[config.mk]
export PLATFORM = sky130hd
export DESIGN_NAME = iter_mdu_flat
export DESIGN_NICKNAME = d
export VERILOG_FILES = /design/src/rtl/iter_mdu_if.sv /design/src/rtl/iter_mdu.sv /design/src/flat_wrapper.sv
export SDC_FILE = /design/constraint.sdc
export NUM_CORES = 1
export LEC_CHECK = 0
export CORE_MARGIN = 2
export CORE_UTILIZATION = 50
export DETAILED_ROUTE_END_ITERATION = 16
export GPL_TIMING_DRIVEN = 1
export MAX_ROUTING_LAYER = met4
export PLACE_DENSITY = 0.73
export SLEW_MARGIN = 20
export SYNTH_ARGS = -nofsm -noshare
export SYNTH_HDL_FRONTEND = slang
export SYNTH_SLANG_ARGS = --single-unit
[constraint.sdc]
create_clock -name clk -period 7.87 [get_ports clk]
set_input_delay 0.787 -clock clk [delete_from_list [all_inputs] [get_ports clk]]
set_output_delay 0.787 -clock clk [all_outputs]
set_load 0.01 [all_outputs]
[src/rtl/iter_mdu_if.sv]
// iter_mdu_if: decode/ID-EX side handshake of the iterative multiply/divide unit
interface iter_mdu_if #(
  parameter int XLEN = 32
);
  logic start;
  logic [4:0] alu_op;
  logic [XLEN-1:0] src_a;
  logic [XLEN-1:0] src_b;
  logic flush;
  logic busy;
  logic valid;
  logic [XLEN-1:0] result;
  logic stall_req;
  modport master (
    output start, alu_op, src_a, src_b, flush,
    input busy, valid, result, stall_req
  );
  modport slave (
    input start, alu_op, src_a, src_b, flush,
    output busy, valid, result, stall_req
  );
endinterface

[src/rtl/iter_mdu.sv]
// iter_mdu: iterative RV32M multiply/divide unit; define MDU_FAST_MUL_EN for a single-cycle multiplier
module iter_mdu #(
  parameter int XLEN = 32,
  parameter int ITER = 32
) (
  input logic clk,
  input logic rst_n,
  iter_mdu_if.slave m
);
  localparam int CW = $clog2(ITER);
  localparam logic [4:0] MUL = 5'b01011;
  localparam logic [4:0] MULH = 5'b01100;
  localparam logic [4:0] MULHSU = 5'b01101;
  localparam logic [4:0] MULHU = 5'b01110;
  localparam logic [4:0] DIV = 5'b01111;
  localparam logic [4:0] DIVU = 5'b10000;
  localparam logic [4:0] REM = 5'b10001;
  localparam logic [4:0] REMU = 5'b10010;
  typedef enum logic [1:0] {IDLE, CALC, DONE} state_t;
  state_t state;
  logic [CW-1:0] count;
  logic [4:0] op;
  logic [XLEN-1:0] hi, lo, opd, result, mag_a, mag_b, spec_res, nxt_hi, nxt_lo, prod_hi, fin;
  logic [XLEN:0] sum, sh, diff;
  logic res_neg, is_m, div_in, sgn_a, sgn_b, neg_in, special, ge;
  always_comb begin
    is_m = m.start && m.alu_op >= MUL && m.alu_op <= REMU;
    div_in = m.alu_op >= DIV;
    sgn_a = m.alu_op inside {MULH, MULHSU, DIV, REM};
    sgn_b = m.alu_op inside {MULH, DIV, REM};
    mag_a = sgn_a && m.src_a[XLEN-1] ? -m.src_a : m.src_a;
    mag_b = sgn_b && m.src_b[XLEN-1] ? -m.src_b : m.src_b;
    neg_in = (sgn_a && m.src_a[XLEN-1]) ^ (sgn_b && m.src_b[XLEN-1] && m.alu_op != REM);
    special = div_in && (m.src_b == '0 || (sgn_b && m.src_a == {1'b1, {XLEN-1{1'b0}}} && m.src_b == '1));
    spec_res = m.src_b == '0 ? (m.alu_op inside {DIV, DIVU} ? '1 : m.src_a) : (m.alu_op == DIV ? m.src_a : '0);
    // hi:lo is the product for multiplies and remainder:quotient for divides
    sum = {1'b0, hi} + (lo[0] ? {1'b0, opd} : '0);
    sh = {hi, lo[XLEN-1]};
    diff = sh - {1'b0, opd};
    ge = !diff[XLEN];
    nxt_hi = op < DIV ? sum[XLEN:1] : ge ? diff[XLEN-1:0] : sh[XLEN-1:0];
    nxt_lo = op < DIV ? {sum[0], lo[XLEN-1:1]} : {lo[XLEN-2:0], ge};
    // upper half of the 2*XLEN negation: borrow from the low half only when it is zero
    prod_hi = res_neg ? ~nxt_hi + {{XLEN-1{1'b0}}, nxt_lo == '0} : nxt_hi;
    fin = op == MUL ? nxt_lo : op < DIV ? prod_hi : op inside {DIV, DIVU} ? (res_neg ? -nxt_lo : nxt_lo) : (res_neg ? -nxt_hi : nxt_hi);
  end
`ifdef MDU_FAST_MUL_EN
  logic signed [XLEN:0] fa, fb;
  logic signed [2*XLEN+1:0] fp;
  logic [XLEN-1:0] fast_res;
  always_comb begin
    fa = {sgn_a & m.src_a[XLEN-1], m.src_a};
    fb = {sgn_b & m.src_b[XLEN-1], m.src_b};
    fp = (2*XLEN+2)'(fa) * (2*XLEN+2)'(fb);
    fast_res = m.alu_op == MUL ? fp[XLEN-1:0] : fp[2*XLEN-1:XLEN];
  end
`endif
  assign m.busy = state != IDLE;
  assign m.valid = state == DONE;
  assign m.result = result;
  assign m.stall_req = (state == IDLE && is_m) || state == CALC;
  always_ff @(posedge clk or negedge rst_n) begin
    if (!rst_n) begin
      state <= IDLE;
      count <= '0;
      op <= '0;
      hi <= '0;
      lo <= '0;
      opd <= '0;
      res_neg <= 1'b0;
      result <= '0;
    end else if (m.flush) begin
      state <= IDLE;
      count <= '0;
    end else begin
      case (state)
        IDLE: if (is_m) begin
          op <= m.alu_op;
          res_neg <= neg_in;
          count <= '0;
          hi <= '0;
          lo <= div_in ? mag_a : mag_b;
          opd <= div_in ? mag_b : mag_a;
          if (special) begin
            result <= spec_res;
            state <= DONE;
          end
`ifdef MDU_FAST_MUL_EN
          else if (!div_in) begin
            result <= fast_res;
            state <= DONE;
          end
`endif
          else state <= CALC;
        end
        CALC: begin
          hi <= nxt_hi;
          lo <= nxt_lo;
          count <= count + 1'b1;
          if (count == CW'(ITER - 1)) begin
            result <= fin;
            state <= DONE;
          end
        end
        default: state <= IDLE;
      endcase
    end
  end
endmodule

[src/flat_wrapper.sv]
// flat-port wrapper written by rule: the top's interface ports become plain ports
module iter_mdu_flat 
#(
  parameter int XLEN = 32,
  parameter int ITER = 32
)
  (clk, rst_n, m_start, m_alu_op, m_src_a, m_src_b, m_flush, m_busy, m_valid, m_result, m_stall_req);
  iter_mdu_if #(.XLEN(XLEN)) m_i ();
  input logic clk;
  input logic rst_n;
  input wire logic [$bits(m_i.start)-1:0] m_start;
  input wire logic [$bits(m_i.alu_op)-1:0] m_alu_op;
  input wire logic [$bits(m_i.src_a)-1:0] m_src_a;
  input wire logic [$bits(m_i.src_b)-1:0] m_src_b;
  input wire logic [$bits(m_i.flush)-1:0] m_flush;
  output wire logic [$bits(m_i.busy)-1:0] m_busy;
  output wire logic [$bits(m_i.valid)-1:0] m_valid;
  output wire logic [$bits(m_i.result)-1:0] m_result;
  output wire logic [$bits(m_i.stall_req)-1:0] m_stall_req;
  assign m_i.start = m_start;
  assign m_i.alu_op = m_alu_op;
  assign m_i.src_a = m_src_a;
  assign m_i.src_b = m_src_b;
  assign m_i.flush = m_flush;
  assign m_busy = m_i.busy;
  assign m_valid = m_i.valid;
  assign m_result = m_i.result;
  assign m_stall_req = m_i.stall_req;
  iter_mdu #(.XLEN(XLEN), .ITER(ITER)) u_core (.clk(clk), .rst_n(rst_n), .m(m_i));
endmodule
==> results.ini, run 1 <==
[outcome]
run_status=finished clean

[drt]
vias=19510
dr.pass1.iters=7
wl_per_cell_um=26.72
first_iter_violations=2626
viasPerCell=6.847
postRouteAntennaNets=0
wirelength_um=76140
drc=0

[grt]
antenna_found_initial=0
grt-ovfl-total=0
grt_pass1_vias=18010
grt_usage=0.4328
grt_first_pass_wirelength_um=114200
grt_max_degree=97

[synthesis]
synth_seq_cells=141
yosysTopAreaCell=dfrtp_1
syn_area_um2=17300
synth_fa_ha_area_frac=0.05584
synth_cells=2382
synth_area_per_cell_um2=7.261
yosysSeqAreaShare=0.2040
async_reset_ff_frac=1.000
yosys.area_share.simple=0.2333
synth-main-ff-cell=dfrtp_1
syn_nets=2531
ys_warn_count=0
yosys-mux-area-fraction=0.03624
synth.distinct_cells=102
synth_edf_count=0
synth-compound-area-share=0.3321
synth_top_family_by_area=compound AO/OA/AOI/OAI gates
synth_top_area_share=0.2040
synth.top_cells.by_area=dfrtp_1 20%, a21oi_1 7.0%, nand2_1 6.4%, o21ai_0 6.3%, ha_1 5.4%
synth_xor_xnor_area_share=0.08152

[cells_and_area]
fin_nets=2531
n_antenna_cell=0
drive_above_1_share=0.06555
ff_latch_area_um2=3530
fin_util=0.5588
n_fill_cell=3295
multi_input_area_um2=12850
syn_to_final_growth_pct=10.76

[sta]
fmax_ghz=0.1349
rsz0062_at_grt=false
slew_violations=0
slew_headroom=0.2724
finClkSkew_ns=0.01651
setup_violations=0
finalSetupTns_ns=0
hold_viol=0
layout_min_cycle_time_ns=7.412
hold_ws_ns=0.3690
timing.final.crit_share=0.9418
tightestPinTransition_ns=1.085

[clock_network]
postCtsHoldBufs=0
insertion_delay_ns=0.47
cts_buffer_depth=2
cts.repair.resized=0
cts-root-buf=clkbuf_16
cts_tree=yes
cts_buffers=17
htreeDepth=4
cts_setup_buffers=0
clkTransAtPathRegs_ns=0.07
clkSinkCount=141

[floorplan]
start_util=0.5045
coreArea_um2=34290
fp.dieW_um=190.0
io_pins=108
rows=68
dieArea_um2=36100
die_h_um=190.0

[worst_setup_path]
path_cells=ha_1, a21oi_1, o211ai_1, nand3_2, a21oi_4, o21a_1, nor3_1, a21oi_1, ha_1, and2_1, nand4_1, nand2b_1, or2_2, nor3_1, ha_1, ha_1, or4b_4, or4b_1, o21ai_1, nor4b_1, mux2i_1, a41oi_1
crit_path_max_fanout=10
crit_family=simple AND/OR/NAND/NOR gates
arrival_ns=7.79
end_kind=flip-flop
startpoint_type=flip-flop
crit_buf_inv=0
cp_common_cell=ha_1
worstPathRequired_ns=8.25
crit_type=reg2reg
max_stage_delay_ns=0.72
cp_slowest_cell=or4b_1

[pwr]
peakVddDrop_v=0.0003000
p_per_area_nw_per_um2=371.6
leakage_nw=7.596

[place]
gp_congestion=1.028
io_buffers=107
hpwl_um=59130

[hold_path]
hp-class=in2async

[flow_run]
max-cap-violations=0

worst paths after layout:
path	startpoint	to	slack (ns)	cells after the start
max	u_core.hi[12]$_DFFE_PN0P_	u_core.m.result[24]$_DFFE_PN0P_	0.46	22
min	rst_n	u_core.m.result[27]$_DFFE_PN0P_	0.37	1
max reg2reg	u_core.hi[12]$_DFFE_PN0P_	u_core.m.result[24]$_DFFE_PN0P_	0.46	22
min reg2reg	u_core.m.result[0]$_DFFE_PN0P_	u_core.m.result[0]$_DFFE_PN0P_	0.50	2
max in group asynchronous	rst_n	u_core.hi[7]$_DFFE_PN0P_	6.05	2
min in group clk	u_core.m.result[0]$_DFFE_PN0P_	u_core.m.result[0]$_DFFE_PN0P_	0.50	2
cells in the final DEF (no fill, tap or decap), drive strengths merged, types with 32 or more instances in the layout:
cell,synthesis,layout
ha,74,74
mux2i,57,57
clkdlybuf4s50,0,106
and2,45,45
a21oi,246,246
buf,46,41
xor2,72,72
o21ai,225,225
dfrtp,141,141
xnor2,89,89
nor3,62,62
nor2,209,209
a31oi,37,37
inv,71,72
nand2,298,298
o31ai,32,32
nand3,40,40
a211oi,47,47
state kept, by name, indices dropped and copies added, names as in the netlist:
register	flops
u_core.state	2
u_core.op	5
u_core.opd	32
u_core.lo	32
u_core.m.result	32
u_core.res_neg	1
u_core.hi	32
u_core.count	5
synthesized netlist by cell type, drive strengths merged (8+ instances only):
library cell / number
or3: 26
a31oi: 37
nand3b: 13
nand3: 40
and2: 45
a21oi: 246
a21o: 24
a221o: 8
a211oi: 47
dfrtp: 141
nand2: 298
a211o: 12
xor2: 72
o31ai: 32
ha: 74
a311oi: 8
o21ai: 225
a221oi: 13
or4: 11
a2111oi: 11
inv: 71
a22o: 13
and3: 11
nand2b: 17
a41oi: 8
nor2: 209
o311ai: 8
clkbuf: 120
a21boi: 11
nor3: 62
buf: 46
o22ai: 12
o2111ai: 8
o221ai: 10
o21bai: 8
nor3b: 11
nor4: 23
xnor2: 89
o41ai: 24
mux2i: 57
o21a: 15
o211ai: 26
nand4: 31
or2: 18
kinds of logic (layout without fill, tap and decap cells):
group | count (synthesis) | count (layout)
AOI/OAI and AO/OA | 862 | 862
and+or+nand+nor | 843 | 843
buffers and inverters | 237 | 250
xor gates and xnor gates | 161 | 161
DFF | 141 | 141
adders and majority gates | 76 | 76
muxes | 62 | 62
layer usage:
layer,track usage,wire [um]
met2,0.6211,32340
met5,-,0
met4,0.2293,4789
met3,0.08910,7579
met1,0.5712,31440
area by class of cell:
type	instances	area share
multi-input combinational	2004	0.6710
tap	455	0.02972
timing repair buffer	147	0.07230
clock inverter	13	0.006270
inverter	71	0.01391
clock buffer	19	0.02260
sequential	141	0.1842
report_power, final:
group	leakage, nW	total [mW]	switching [mW]	internal, mW
clock network	0.252	0.812	0.377	0.435
logic	5.52	5.12	3.41	1.71
registers	1.82	1.19	0.264	0.926
metrics by stage:
stage / instances / total power, mW / setup slack, ns / instance area, um^2
after floorplan: 2382 / 4.567 / 1.587 / 17300
after global placement: 2818 / 6.084 / 1.037 / 18600
after detailed placement: 2818 / 6.121 / 0.7635 / 18600
after CTS: 2850 / 6.944 / 0.7210 / 19160
after global routing: 2850 / 7.499 / 0.1716 / 19160
final: 2850 / 7.120 / 0.4579 / 19160
(Power assumes the default switching activity.)
==> run 2, diff against run 1 <==
--- a/config.mk
+++ b/config.mk
@@ -5,6 +5,7 @@
 export SDC_FILE = /design/constraint.sdc
 export NUM_CORES = 1
 export LEC_CHECK = 0
+export ABC_CLOCK_PERIOD_IN_PS = 7870
 export CORE_MARGIN = 2
 export CORE_UTILIZATION = 50
 export DETAILED_ROUTE_END_ITERATION = 16
==> constraint.sdc (replaced) <==
create_clock -name clk -period 7.87 [get_ports clk]
set_input_delay 0.787 -clock clk [delete_from_list [all_inputs] [get_ports clk]]
set_output_delay 0.787 -clock clk [all_outputs]
set_load 0.05 [all_outputs]
==> results of run 2 <==
Same layout as run 1 (identical final DEF). Status: finished clean.
Main changes from that run: total power 7.120 mW -> 7.214 mW
